$ cat config.mk
export PLATFORM = sky130hd
export DESIGN_NAME = divide16x8_seq_flat
export DESIGN_NICKNAME = d
export VERILOG_FILES = /design/src/rtl/div_pkg.sv /design/src/rtl/divide16x8_seq_if.sv /design/src/rtl/div_step.sv /design/src/rtl/divide16x8_seq.sv /design/src/flat_wrapper.sv
export SDC_FILE = /design/constraint.sdc
export NUM_CORES = 1
export LEC_CHECK = 0
export BUFFER_PORTS_ARGS = -buffer_cell sky130_fd_sc_hd__buf_2
export CAP_MARGIN = 5
export CORE_UTILIZATION = 31
export CTS_CLUSTER_DIAMETER = 40
export DETAILED_ROUTE_END_ITERATION = 8
export MAX_ROUTING_LAYER = met4
export PLACE_DENSITY = 0.48
export SYNTH_ARGS = -nofsm -noshare
export SYNTH_HDL_FRONTEND = slang
export SYNTH_SLANG_ARGS = --single-unit
$ cat constraint.sdc
create_clock -name clk -period 4.1 [get_ports clk]
set_clock_uncertainty 0.1 [all_clocks]
set_input_delay 0.82 -clock clk [delete_from_list [all_inputs] [get_ports clk]]
set_output_delay 0.82 -clock clk [all_outputs]
set_load 0.01 [all_outputs]
$ cat src/rtl/div_pkg.sv
// Shared types and constants for the divide16x8_seq sequential divider.
// The PRE state exists only when DIV_SIGNED_EN is defined.
package div_pkg;

  parameter int unsigned DIVIDEND_W_DEF = 16;
  parameter int unsigned DIVISOR_W_DEF  = 8;

  // Quotient reported for a zero divisor; all ones by definition.
  parameter logic [DIVIDEND_W_DEF-1:0] DBZ_QUOTIENT = '1;

`ifdef DIV_SIGNED_EN
  typedef enum logic [1:0] {IDLE, RUN, FIN, PRE} div_state_e;
`else
  typedef enum logic [1:0] {IDLE, RUN, FIN} div_state_e;
`endif

endpackage

$ cat src/rtl/divide16x8_seq_if.sv
// Start/busy/done handshake and operand/result bus of the sequential divider.
// signed_op is present only when DIV_SIGNED_EN is defined.
interface divide16x8_seq_if
  import div_pkg::*;
#(
  parameter int unsigned DIVIDEND_W = DIVIDEND_W_DEF,
  parameter int unsigned DIVISOR_W  = DIVISOR_W_DEF
) ();

  logic                  start;
  logic [DIVIDEND_W-1:0] dividend;
  logic [DIVISOR_W-1:0]  divisor;
  logic                  busy;
  logic                  done;
  logic [DIVIDEND_W-1:0] quotient;
  logic [DIVISOR_W-1:0]  remainder;
  logic                  div_by_zero;
`ifdef DIV_SIGNED_EN
  logic                  signed_op;

  modport master (
    output start, dividend, divisor, signed_op,
    input  busy, done, quotient, remainder, div_by_zero
  );

  modport slave (
    input  start, dividend, divisor, signed_op,
    output busy, done, quotient, remainder, div_by_zero
  );
`else
  modport master (
    output start, dividend, divisor,
    input  busy, done, quotient, remainder, div_by_zero
  );

  modport slave (
    input  start, dividend, divisor,
    output busy, done, quotient, remainder, div_by_zero
  );
`endif

endinterface

$ cat src/rtl/div_step.sv
// One combinational restoring-division step: shift in a dividend bit, trial-subtract the divisor.
module div_step #(
  parameter int unsigned DIVISOR_W = 8
) (
  input  logic [DIVISOR_W:0]   rem_i,
  input  logic                 bit_i,
  input  logic [DIVISOR_W-1:0] divisor_i,
  output logic [DIVISOR_W:0]   rem_o,
  output logic                 q_o
);

  logic [DIVISOR_W+1:0] shifted;
  logic [DIVISOR_W+1:0] trial;

  always_comb begin
    shifted = {rem_i, bit_i};
    trial   = shifted - {2'b00, divisor_i};
    // Sign bit of the extended difference tells whether the subtraction fits.
    q_o     = ~trial[DIVISOR_W+1];
    rem_o   = q_o ? trial[DIVISOR_W:0] : shifted[DIVISOR_W:0];
  end

endmodule

$ cat src/rtl/divide16x8_seq.sv
// Sequential restoring divider, one quotient bit per clock, start/busy/done handshake.
// Define DIV_SIGNED_EN for two's-complement operation via signed_op (adds a pre-negate cycle).
module divide16x8_seq
  import div_pkg::*;
#(
  parameter int unsigned DIVIDEND_W = DIVIDEND_W_DEF,
  parameter int unsigned DIVISOR_W  = DIVISOR_W_DEF
) (
  input logic             clk,
  input logic             rst,
  divide16x8_seq_if.slave bus
);

  localparam int unsigned CNT_W = $clog2(DIVIDEND_W + 1);

  div_state_e            state_q, state_d;
  logic [CNT_W-1:0]      cnt_q, cnt_d;
  logic [DIVIDEND_W-1:0] dvd_q, dvd_d;
  logic [DIVISOR_W:0]    rem_q, rem_d;
  logic [DIVISOR_W-1:0]  dvs_q, dvs_d;
  logic                  dbz_q, dbz_d;
  logic                  busy_q, busy_d;
  logic                  done_q, done_d;
  logic [DIVIDEND_W-1:0] quotient_q, quotient_d;
  logic [DIVISOR_W-1:0]  remainder_q, remainder_d;
  logic                  div_by_zero_q, div_by_zero_d;
`ifdef DIV_SIGNED_EN
  logic                  neg_dvd_q, neg_dvd_d;
  logic                  neg_dvs_q, neg_dvs_d;
`endif

  logic [DIVISOR_W:0]    step_rem;
  logic                  step_q;
  logic [DIVISOR_W-1:0]  rem_lo;

  assign rem_lo = rem_q[DIVISOR_W-1:0];

  div_step #(
    .DIVISOR_W (DIVISOR_W)
  ) u_step (
    .rem_i     (rem_q),
    .bit_i     (dvd_q[DIVIDEND_W-1]),
    .divisor_i (dvs_q),
    .rem_o     (step_rem),
    .q_o       (step_q)
  );

  always_comb begin
    state_d       = state_q;
    cnt_d         = cnt_q;
    dvd_d         = dvd_q;
    rem_d         = rem_q;
    dvs_d         = dvs_q;
    dbz_d         = dbz_q;
    busy_d        = 1'b0;
    done_d        = 1'b0;
    quotient_d    = quotient_q;
    remainder_d   = remainder_q;
    div_by_zero_d = div_by_zero_q;
`ifdef DIV_SIGNED_EN
    neg_dvd_d     = neg_dvd_q;
    neg_dvs_d     = neg_dvs_q;
`endif

    unique case (state_q)
      IDLE: begin
        // The done cycle is spent in IDLE; start is not accepted there.
        if (bus.start && !done_q) begin
          if (bus.divisor == '0) begin
            dvd_d   = {DIVIDEND_W{&DBZ_QUOTIENT}};
            rem_d   = {1'b0, bus.dividend[DIVISOR_W-1:0]};
            dbz_d   = 1'b1;
            cnt_d   = '0;
            state_d = FIN;
`ifdef DIV_SIGNED_EN
            neg_dvd_d = 1'b0;
            neg_dvs_d = 1'b0;
`endif
          end else begin
            dvd_d   = bus.dividend;
            dvs_d   = bus.divisor;
            rem_d   = '0;
            dbz_d   = 1'b0;
            cnt_d   = CNT_W'(DIVIDEND_W);
            busy_d  = 1'b1;
`ifdef DIV_SIGNED_EN
            neg_dvd_d = bus.signed_op & bus.dividend[DIVIDEND_W-1];
            neg_dvs_d = bus.signed_op & bus.divisor[DIVISOR_W-1];
            state_d   = bus.signed_op ? PRE : RUN;
`else
            state_d = RUN;
`endif
          end
        end
      end

`ifdef DIV_SIGNED_EN
      PRE: begin
        busy_d  = 1'b1;
        if (neg_dvd_q) dvd_d = -dvd_q;
        if (neg_dvs_q) dvs_d = -dvs_q;
        state_d = RUN;
      end
`endif

      RUN: begin
        busy_d = 1'b1;
        dvd_d  = {dvd_q[DIVIDEND_W-2:0], step_q};
        rem_d  = step_rem;
        cnt_d  = cnt_q - CNT_W'(1);
        if (cnt_q == CNT_W'(1)) begin
          busy_d  = 1'b0;
          state_d = FIN;
        end
      end

      FIN: begin
`ifdef DIV_SIGNED_EN
        quotient_d  = (!dbz_q && (neg_dvd_q ^ neg_dvs_q)) ? -dvd_q : dvd_q;
        remainder_d = (!dbz_q && neg_dvd_q) ? -rem_lo : rem_lo;
`else
        quotient_d  = dvd_q;
        remainder_d = rem_lo;
`endif
        div_by_zero_d = dbz_q;
        done_d        = 1'b1;
        state_d       = IDLE;
      end

      default: state_d = IDLE;
    endcase
  end

  always_ff @(posedge clk) begin
    if (rst) begin
      state_q       <= IDLE;
      cnt_q         <= '0;
      dvd_q         <= '0;
      rem_q         <= '0;
      dvs_q         <= '0;
      dbz_q         <= 1'b0;
      busy_q        <= 1'b0;
      done_q        <= 1'b0;
      quotient_q    <= '0;
      remainder_q   <= '0;
      div_by_zero_q <= 1'b0;
`ifdef DIV_SIGNED_EN
      neg_dvd_q     <= 1'b0;
      neg_dvs_q     <= 1'b0;
`endif
    end else begin
      state_q       <= state_d;
      cnt_q         <= cnt_d;
      dvd_q         <= dvd_d;
      rem_q         <= rem_d;
      dvs_q         <= dvs_d;
      dbz_q         <= dbz_d;
      busy_q        <= busy_d;
      done_q        <= done_d;
      quotient_q    <= quotient_d;
      remainder_q   <= remainder_d;
      div_by_zero_q <= div_by_zero_d;
`ifdef DIV_SIGNED_EN
      neg_dvd_q     <= neg_dvd_d;
      neg_dvs_q     <= neg_dvs_d;
`endif
    end
  end

  assign bus.busy        = busy_q;
  assign bus.done        = done_q;
  assign bus.quotient    = quotient_q;
  assign bus.remainder   = remainder_q;
  assign bus.div_by_zero = div_by_zero_q;

endmodule
$ cat src/flat_wrapper.sv
// flat-port wrapper written by rule: the top's interface ports become plain ports
module divide16x8_seq_flat import div_pkg::*;
#(
  parameter int unsigned DIVIDEND_W = DIVIDEND_W_DEF,
  parameter int unsigned DIVISOR_W  = DIVISOR_W_DEF
)
  (clk, rst, bus_start, bus_dividend, bus_divisor, bus_busy, bus_done, bus_quotient, bus_remainder, bus_div_by_zero);
  divide16x8_seq_if #(.DIVIDEND_W(DIVIDEND_W), .DIVISOR_W(DIVISOR_W)) bus_i ();
  input logic clk;
  input logic rst;
  input wire logic [$bits(bus_i.start)-1:0] bus_start;
  input wire logic [$bits(bus_i.dividend)-1:0] bus_dividend;
  input wire logic [$bits(bus_i.divisor)-1:0] bus_divisor;
  output wire logic [$bits(bus_i.busy)-1:0] bus_busy;
  output wire logic [$bits(bus_i.done)-1:0] bus_done;
  output wire logic [$bits(bus_i.quotient)-1:0] bus_quotient;
  output wire logic [$bits(bus_i.remainder)-1:0] bus_remainder;
  output wire logic [$bits(bus_i.div_by_zero)-1:0] bus_div_by_zero;
  assign bus_i.start = bus_start;
  assign bus_i.dividend = bus_dividend;
  assign bus_i.divisor = bus_divisor;
  assign bus_busy = bus_i.busy;
  assign bus_done = bus_i.done;
  assign bus_quotient = bus_i.quotient;
  assign bus_remainder = bus_i.remainder;
  assign bus_div_by_zero = bus_i.div_by_zero;
  divide16x8_seq #(.DIVIDEND_W(DIVIDEND_W), .DIVISOR_W(DIVISOR_W)) u_core (.clk(clk), .rst(rst), .bus(bus_i));
endmodule
==> results.yml, run 1 <==
outcome:
  status: "complete, no violations"
die:
  initial_core_util_pct: 32.2
  dieWidth_um: 103
  boundaryPins: 54
  core_area_um2: 9820
  die-height_um: 103
  rows: 36
  dieArea_um2: 10600
power:
  power_density_nw_per_um2: 485
  p_leak_nw: 1.50
  worst_ir_drop_vdd_mv: 0.167
place:
  routabilityCongestion: 0.773
  dp.cells: 562
  dp_hpwl_um: 6010
  pre_cts_ws_ps: 1130
  io_buffers: 53
detailed_routing:
  wl_per_cell_um: 14.8
  via_per_inst: 5.01
  drc: 0
  drt_wl_total_um: 8530
  vias: 2896
  drt_pre_antenna_iters: 4
  ant_nets: 0
  drtIter0Drc: 96
timing:
  fin_ws_ps: 1370
  worstMarginPinSlew_ps: 932
  rsz0062_at_grt: "no"
  report.final.slew_viol_count: 0
  setup_violations: 0
  finalSetupTns_ps: 0
  fin_crit_ps: 2730
  hold_viol_final: 0
  hold-worst-slack_ps: 354
  fin_crit_sh_pct: 66.5
  fmax_ghz: 0.367
  relSlewSlack_pct: 37.7
synth:
  syn_area_per_cell_um2: 8.02
  synthCells: 394
  yosysSeqAreaShare_pct: 43.1
  synth_fp_nets: 432
  ys.warnings.count: 0
  synth_area_um2: 3160
  synth_edf_count: 0
  ys.flop_type: "dfxtp_1"
  ys_types: 51
  async_flop_share_pct: 0
  ys_ff_latch: 68
worst_setup_path:
  crit_family: "simple AND/OR/NAND/NOR gates"
  path_cells: "inv_1, ha_1, a21o_1, a21boi_1, mux2_1, or3_1, or4_4, o211ai_2"
  startpoint_type: "flip-flop"
  cp.arrival_ps: 2900
  slowest_delay_ps: 550
  critPathMaxFanout: 7
  crit_required_ps: 4270
  worst_path_max_delay_cell: "or4_4"
  critPathBufInv: 1
  crit_type: "flip-flop to flip-flop"
  crit_path_end_kind: "flip-flop"
clock_tree:
  clock_latency_ps: 340
  cts_buffers: 9
  cts_tree: "yes"
  cts_setup_buffers: 0
  path_clk_slew_ps: 80
  cts_root_buf: "clkbuf_8"
  cts_buffer_depth: 2
  cts_resized: 0
  htreeDepth: 3
  cts_sinks: 68
  holdBufCountCts: 0
layout:
  n_fill_cell: 1103
  layout.nets: 478
  area_growth_pct: 19.9
  finalNonFillerCells: 578
  antenna_cells: 0
  drive_above_1_share_pct: 18.4
job:
  drv_cap: 0
grt:
  grt_pass1_wl_um: 13800
  grt_pass1_vias: 2735
  gr-total-overflow: 0
  track_usage_pct: 17.7
  grt_max_degree: 43
  antenna_found_initial: 0
worst_hold_path:
  hold_path_class: "flip-flop to flip-flop"
## layout make-up
class	count	area, µm²	share of cell area, %
Clock buffer	10	128	3.37
Clock inverter	6	111	2.94
Inverter	14	52.6	1.39
Multi-Input combinational cell	288	1660	43.8
Sequential cell	68	1360	35.9
Tap cell	133	166	4.39
Timing Repair Buffer	59	310	8.19
## logic make-up after synthesis
group / after synthesis / share of synthesized area [%]
AO/OA/AOI/OAI: 120 / 24.1
XOR/XNOR: 5 / 1.39
adder cells (fa/ha/maj): 11 / 4.60
buffers and inverters: 38 / 4.56
flip-flops: 68 / 43.1
multiplexers: 4 / 1.31
AND/OR/NAND/NOR: 148 / 20.9
## worst paths after layout
kind                            depth (start not counted)                     from                 endpoint  slack [ps]
worst max register to register                          8          u_core.dvs_q[6]          u_core.rem_q[8]        1370
worst min-delay path                                    2  u_core.bus.quotient[10]  u_core.bus.quotient[10]         350
worst max-delay path                                    8          u_core.dvs_q[6]          u_core.rem_q[8]        1370
worst min register to register                          2  u_core.bus.quotient[10]  u_core.bus.quotient[10]         350
## registers in the layout, summed over array words and instances (netlist names)
| register | count |
|---|---|
| u_core.bus.quotient | 16 |
| u_core.dvd_q | 16 |
| u_core.rem_q | 9 |
| u_core.bus.remainder | 8 |
| u_core.dvs_q | 8 |
| u_core.cnt_q | 5 |
| u_core.state_q | 2 |
| u_core.bus.busy | 1 |
| u_core.bus.div_by_zero | 1 |
| u_core.bus.done | 1 |
| u_core.dbz_q | 1 |
## worst reg2reg max path, delay by kind of cell, from the launching register on
family / cells / cell delay, ps
simple gates: 2 / 980
compound gates: 3 / 460
fa+ha+maj: 1 / 370
mux: 1 / 370
flops: 1 / 340
buf+inv: 1 / 50
## cells in the mapped netlist, drive strengths merged, types with 4 or more instances
library cell	instances	share of area [%]
nand2	87	10
a21o	7	1.7
a22oi	7	1.7
nor2b	4	1.0
dfxtp	68	43
o221ai	13	3.6
nor3	10	1.7
clkbuf	18	2.1
a21oi	60	9.5
o21ai	8	1.3
buf	6	0.75
nand3	4	0.63
nor2	24	2.9
inv	13	1.5
ha	10	4.0
xnor2	4	1.1
o211ai	4	1.1
## metrics by stage
step	area, µm²	power (mW)	util (%)
after floorplan	3160	1.06	-
after global placement	3550	1.17	36.1
after detailed placement	3550	1.17	36.1
after CTS	3790	1.86	38.6
after global routing	3790	1.94	38.6
final	3790	1.84	38.6
## where the power goes
group	switching [mW]	leakage (nW)	internal (mW)	total [mW]
clock network	0.271	0.117	0.406	0.677
registers	0.0398	0.554	0.705	0.744
logic	0.247	0.826	0.168	0.415
## layer usage
metal | wire [µm] | up-vias | track usage [%] | part of all wire (%)
met5 | 0 | - | - | 0
met3 | 289 | 9 | 3.73 | 3.4
met1 | 4100 | 1354 | 22.7 | 48
met2 | 3990 | 50 | 27.4 | 47
met4 | 151 | 0 | 6.39 | 1.8
li1 | - | 1483 | - | -
## cell usage in the layout (no fill, tap or decap), types with 2 or more instances in the layout
cell type	instances
buf_2	53
o21ai_0	8
nor2b_1	3
nor3_1	8
or4_1	2
buf_4	6
or3_1	2
nand3_1	4
and3_1	3
nor4_1	3
o221ai_1	13
a21oi_1	60
a31oi_1	3
a22oi_1	7
o211ai_1	3
nand2b_1	3
clkbuf_8	9
o21a_1	3
nor3_2	2
nand2_1	87
nand4_1	2
mux2i_1	3
o22ai_1	3
bufinv_16	3
nor2_1	24
a21o_1	7
xnor2_1	4
ha_1	10
inv_1	13
dfxtp_1	68
Power figures use the tool's default switching activity.
==> run 2, diff against run 1 <==
- PLACE_DENSITY: 0.48 -> 0.5
- clock period: 4.1 -> 2.3 ns (I/O delays scaled with it)
==> results.yml, run 2 (synthesized netlist as in run 1, its figures left out) <==
grt:
  track_usage_pct: 18.8
  gr-total-overflow: 0
  grt_max_degree: 36
  grt_pass1_vias: 2894
  grt_pass1_wl_um: 14700
  antenna_found_initial: 0
clock_tree:
  cts_root_buf: "clkbuf_8"
  holdBufCountCts: 0
  cts_buffers: 9
  htreeDepth: 3
  cts_tree: "yes"
  cts_sinks: 68
  path_clk_slew_ps: 80
  clock_latency_ps: 350
  cts_buffer_depth: 2
worst_hold_path:
  hold_path_class: "primary input to flip-flop"
  min_path_cells: 3
  min_to: "u_core.dvs_q[4]"
  hp-start: "bus_divisor[4]"
worst_setup_path:
  critPathMaxFanout: 5
  cp.arrival_ps: 2580
  rrSetupSlack_ps: -110
  r2r_start: "u_core.dvs_q[1]"
  timing.rr.end: "u_core.rem_q[0]"
  worstRegToRegCells: 8
  crit_type: "flip-flop to flip-flop"
  crit_path_end_kind: "flip-flop"
  startpoint_type: "flip-flop"
  crit_required_ps: 2470
outcome:
  violations: "negative setup slack"
  status: "finished with violations"
detailed_routing:
  ant_nets: 0
  drtIter0Drc: 136
  via_per_inst: 5.00
  wl_per_cell_um: 14.6
  drt_wl_total_um: 9090
  drt_pre_antenna_iters: 4
  drc: 0
  vias: 3106
timing:
  rsz0062_at_grt: "yes"
  fin_crit_sh_pct: 105
  fin_ws_ps: -107
  setup_violations: 4
  fmax_ghz: 0.415
  worstMarginPinSlew_ps: 454
  hold_viol_final: 0
  fin_crit_ps: 2410
  report.final.slew_viol_count: 0
  relSlewSlack_pct: 69.7
die:
  dieArea_um2: 10600
  die-height_um: 103
  dieWidth_um: 103
  core_area_um2: 9820
  boundaryPins: 54
  rows: 36
  initial_core_util_pct: 32.2
layout:
  final_common_cell: "nand2_1"
  finalNonFillerCells: 621
  fin_area_um2: 4200
  drive_above_1_share_pct: 29.5
  layout_common_cells: "nand2_1, dfxtp_1, a21oi_1"
  layout.nets: 521
  antenna_cells: 0
  utilization_pct: 42.8
  area_growth_pct: 33.1
power:
  worst_ir_drop_vdd_mv: 0.459
  power_density_nw_per_um2: 825
  p_leak_nw: 1.72
place:
  routabilityCongestion: 0.926
  placedInstanceArea_um2: 3860
  io_buffers: 53
  dp_hpwl_um: 6560
  dp.cells: 601
job:
  drv_cap: 0
## run 2: layer usage
metal / GRT usage (%) / share of wire [%]
met1: 24.9 / 47
met2: 27.4 / 46
met3: 4.41 / 5.3
met4: 7.58 / 2.3
met5: - / 0
## run 2: metrics by stage
stage | setup WS [ps] | hold slack (ps) | total power [mW] | TNS (ps)
finish | -107 | 252 | 3.47 | -338
global route | -173 | 264 | 3.65 | -668
CTS | -88.5 | 241 | 3.41 | -310
detailed placement | -196 | 344 | 2.26 | -1200
global placement | -160 | 342 | 2.25 | -883
floorplan | -196 | 332 | 1.90 | -1120
## run 2: area by class of cell
class	count	area, µm²
Fill cell	1050	5620
Inverter	14	52.6
Clock buffer	10	128
Clock inverter	6	88.8
Sequential cell	68	1370
Tap cell	133	166
Timing Repair Buffer	102	661
Multi-Input combinational cell	288	1740
## run 2: worst max-delay path: stages (launching register included)
cell and delay (ps):
dfxtp_2 340, inv_2 40, ha_4 200, nor2b_4 120, o31a_1 310, o311a_1 310, or3_4 410, or4_1 410
o211ai_1 90
## run 2: timing repair
item,CTS,global route
buffers inserted,2,3
resized for setup,7,17
pin swaps,4,7
endpoints found under the setup margin,9,10
gates cloned,0,0
## run 2: how the worst max path moves through the flow
stage                               start              end  slack, ps  cells after the start
after floorplan           u_core.dvs_q[1]  u_core.rem_q[6]       -200                      9
after global placement    u_core.dvs_q[1]  u_core.rem_q[6]       -160                      8
after detailed placement  u_core.dvs_q[1]  u_core.rem_q[1]       -200                      8
after CTS                 u_core.dvs_q[1]  u_core.rem_q[1]        -90                      8
after global routing      u_core.dvs_q[1]  u_core.rem_q[1]       -170                      8
final                     u_core.dvs_q[1]  u_core.rem_q[0]       -110                      8
## run 2: power by group
group          switching, mW  internal, mW
logic                  0.526         0.525
clock network          0.487         0.610
registers             0.0628          1.26
total                   1.08          2.39
==> run 3, diff against run 2 <==
- SYNTH_HIERARCHICAL: default -> 1
==> results.yml, run 3 <==
outcome:
  status: "finished with violations"
  violations: "negative setup slack"
power:
  p_total_mw: 3.83
  worst_ir_drop_vdd_mv: 0.493
  power_density_nw_per_um2: 896
  p_leak_nw: 1.73
timing:
  hold-worst-slack_ps: 271
  worstMarginPinSlew_ps: 543
  hold_viol_final: 0
  fmax_ghz: 0.385
  fin_ws_ps: -301
  fin_crit_sh_pct: 113
  setup_violations: 8
  rsz0062_at_grt: "yes"
  report.final.slew_viol_count: 0
  relSlewSlack_pct: 63.8
  finalSetupTns_ps: -1850
  fin_crit_ps: 2600
clock_tree:
  clock_latency_ps: 340
  holdBufCountCts: 0
  path_clk_slew_ps: 80
  cts_sinks: 68
  cts_buffers: 9
  cts_buffer_depth: 2
  cts_tree: "yes"
  cts_root_buf: "clkbuf_8"
  htreeDepth: 3
worst_setup_path:
  crit_start: "u_core/dvs_q[4]"
  timing.rr.end: "u_core/rem_q[4]"
  crit_type: "flip-flop to flip-flop"
  startpoint_type: "flip-flop"
  rrSetupSlack_ps: -300
  critPathMaxFanout: 7
  slowest_delay_ps: 370
  cp.depth: 10
  worstRegToRegCells: 10
  cp.arrival_ps: 2720
  path_cells: "inv_2, ha_4, a21oi_1, and2_0, a221o_1, a221oi_4, buf_12, mux2_4, a221oi_2, nor3_1"
  crit_required_ps: 2420
  worst_path_max_delay_cell: "a221o_1"
  critPathBufInv: 2
  crit_path_end_kind: "flip-flop"
  crit_family: "compound AO/OA/AOI/OAI gates"
  worstSetupEndpoint: "u_core/rem_q[4]"
  r2r_start: "u_core/dvs_q[4]"
layout:
  antenna_cells: 0
  utilization_pct: 43.4
  n_fill_cell: 985
  drive_above_1_share_pct: 33.6
  layout.nets: 506
  layout_common_cells: "nand2_1, dfxtp_1, a21oi_1"
  fin_area_um2: 4280
  final_common_cell: "nand2_1"
  area_growth_pct: 34.9
synth:
  synth_top_family_by_area: "compound AO/OA/AOI/OAI gates"
  synth_xor_area_share_pct: 1.66
  synth_compound_area_share_pct: 23.1
  ys_top_cells_by_count: "nand2_1, dfxtp_1, a21oi_1"
  yosysSeqAreaShare_pct: 42.9
  yosys.area.top_type_share_pct: 42.9
  yosysMostFrequentCell: "nand2_1"
  synth-adder-area-share_pct: 4.57
  ys_types: 49
  synth_simple_gate_area_share_pct: 20.2
  synth_area_um2: 3170
  ys_ff_latch: 68
  synth_area_leader_cell: "dfxtp_1"
  synthCells: 381
  async_flop_share_pct: 0
  synth.top_cells.by_area: "dfxtp_1, nand2_1, a21oi_1"
  ys.flop_type: "dfxtp_1"
  synth_mux_area_share_pct: 2.41
  synth_edf_count: 0
  ys.warnings.count: 6
  synth_fp_nets: 419
  syn_area_per_cell_um2: 8.33
die:
  initial_core_util_pct: 32.2
  boundaryPins: 54
  dieWidth_um: 103
  core_area_um2: 9860
  die-height_um: 103
  dieArea_um2: 10600
  rows: 36
grt:
  grt_pass1_wl_um: 13800
  antenna_found_initial: 0
  grt_pass1_vias: 2709
  grt_max_degree: 70
  track_usage_pct: 17.4
  gr-total-overflow: 0
detailed_routing:
  ant_nets: 0
  drtIter0Drc: 83
  drc: 0
  via_per_inst: 4.84
  vias: 2934
  drt_pre_antenna_iters: 4
  drt_wl_total_um: 8490
  wl_per_cell_um: 14.0
job:
  drv_cap: 0
place:
  placedInstanceArea_um2: 4010
  dp_hpwl_um: 5950
  routabilityCongestion: 0.844
  io_buffers: 53
worst_hold_path:
  hold_path_class: "primary input to flip-flop"
-- run 3: changes by cell type in the layout (fill, tap and decap cells not counted), sizes merged, moves of 4 or more --
cell,before,now
nand2b,3,7
a221oi,1,9
mux2,1,5
nor3,10,14
a21o,7,3
a22oi,7,2
-- run 3: power breakdown --
group	leakage, nW	internal (mW)	switching (mW)
combinational	1.07	0.819	0.680
clock	0.0962	0.501	0.470
sequential	0.558	1.28	0.0848
total	1.73	2.60	1.23
-- run 3: what timing repair did --
item	CTS	global route
setup endpoints to repair	9	10
pin swaps	4	6
buffers inserted	0	2
gates resized for setup	5	5
-- run 3: worst register-to-register path, delay by kind of cell (launching register included) --
| family | cells | cell delay, ps |
|---|---|---|
| compound gates | 4 | 1040 |
| fa+ha+maj | 1 | 260 |
| buf+inv | 2 | 210 |
| flops | 1 | 340 |
| mux | 1 | 300 |
| simple gates | 2 | 240 |
-- run 3: through the flow --
step,instances,setup WS [ps]
5_1_grt,606,-400
4_1_cts,604,-288
2_1_floorplan,381,-338
3_5_place_dp,588,-310
6_report,606,-301
3_3_place_gp,588,-270
-- run 3: layout make-up --
| class | count | area [µm²] | area share (%) |
|---|---|---|---|
| Inverter | 15 | 56.3 | 1.32 |
| Tap cell | 133 | 166 | 3.89 |
| Sequential cell | 68 | 1370 | 31.9 |
| Clock buffer | 10 | 128 | 2.98 |
| Multi-Input combinational cell | 274 | 1810 | 42.4 |
| Timing Repair Buffer | 100 | 684 | 16.0 |
| Clock inverter | 6 | 65.1 | 1.52 |
-- run 3: metal layers --
| layer | up-vias | routed length [µm] | GRT usage, % |
|---|---|---|---|
| met4 | 0 | 62 | 4.23 |
| li1 | 1516 | - | - |
| met5 | - | 0 | - |
| met1 | 1360 | 4200 | 22.8 |
| met3 | 7 | 224 | 3.23 |
| met2 | 51 | 3990 | 27.7 |
-- run 3: cell families (layout without fill, tap and decap cells) --
| family | Yosys count | after routing |
|---|---|---|
| AND/OR/NAND/NOR | 142 | 142 |
| XOR/XNOR | 6 | 6 |
| buffers and inverters | 39 | 131 |
| flip-flops | 68 | 68 |
| AO/OA/AOI/OAI | 108 | 108 |
| adder cells (fa/ha/maj) | 11 | 11 |
| multiplexers | 7 | 7 |
-- run 3: worst min-delay path by stage --
stage          slack (ps)                    start                       to  cells past startpoint
6_report              270           bus_divisor[0]          u_core/dvs_q[0]                      3
5_1_grt               260           bus_divisor[0]          u_core/dvs_q[0]                      3
4_1_cts               250           bus_divisor[0]          u_core/dvs_q[0]                      3
3_5_place_dp          340  u_core/bus.remainder[5]  u_core/bus.remainder[5]                      2
3_3_place_gp          340  u_core/bus.quotient[12]  u_core/bus.quotient[12]                      2
2_1_floorplan         330             u_core/dbz_q   u_core/bus.div_by_zero                      2
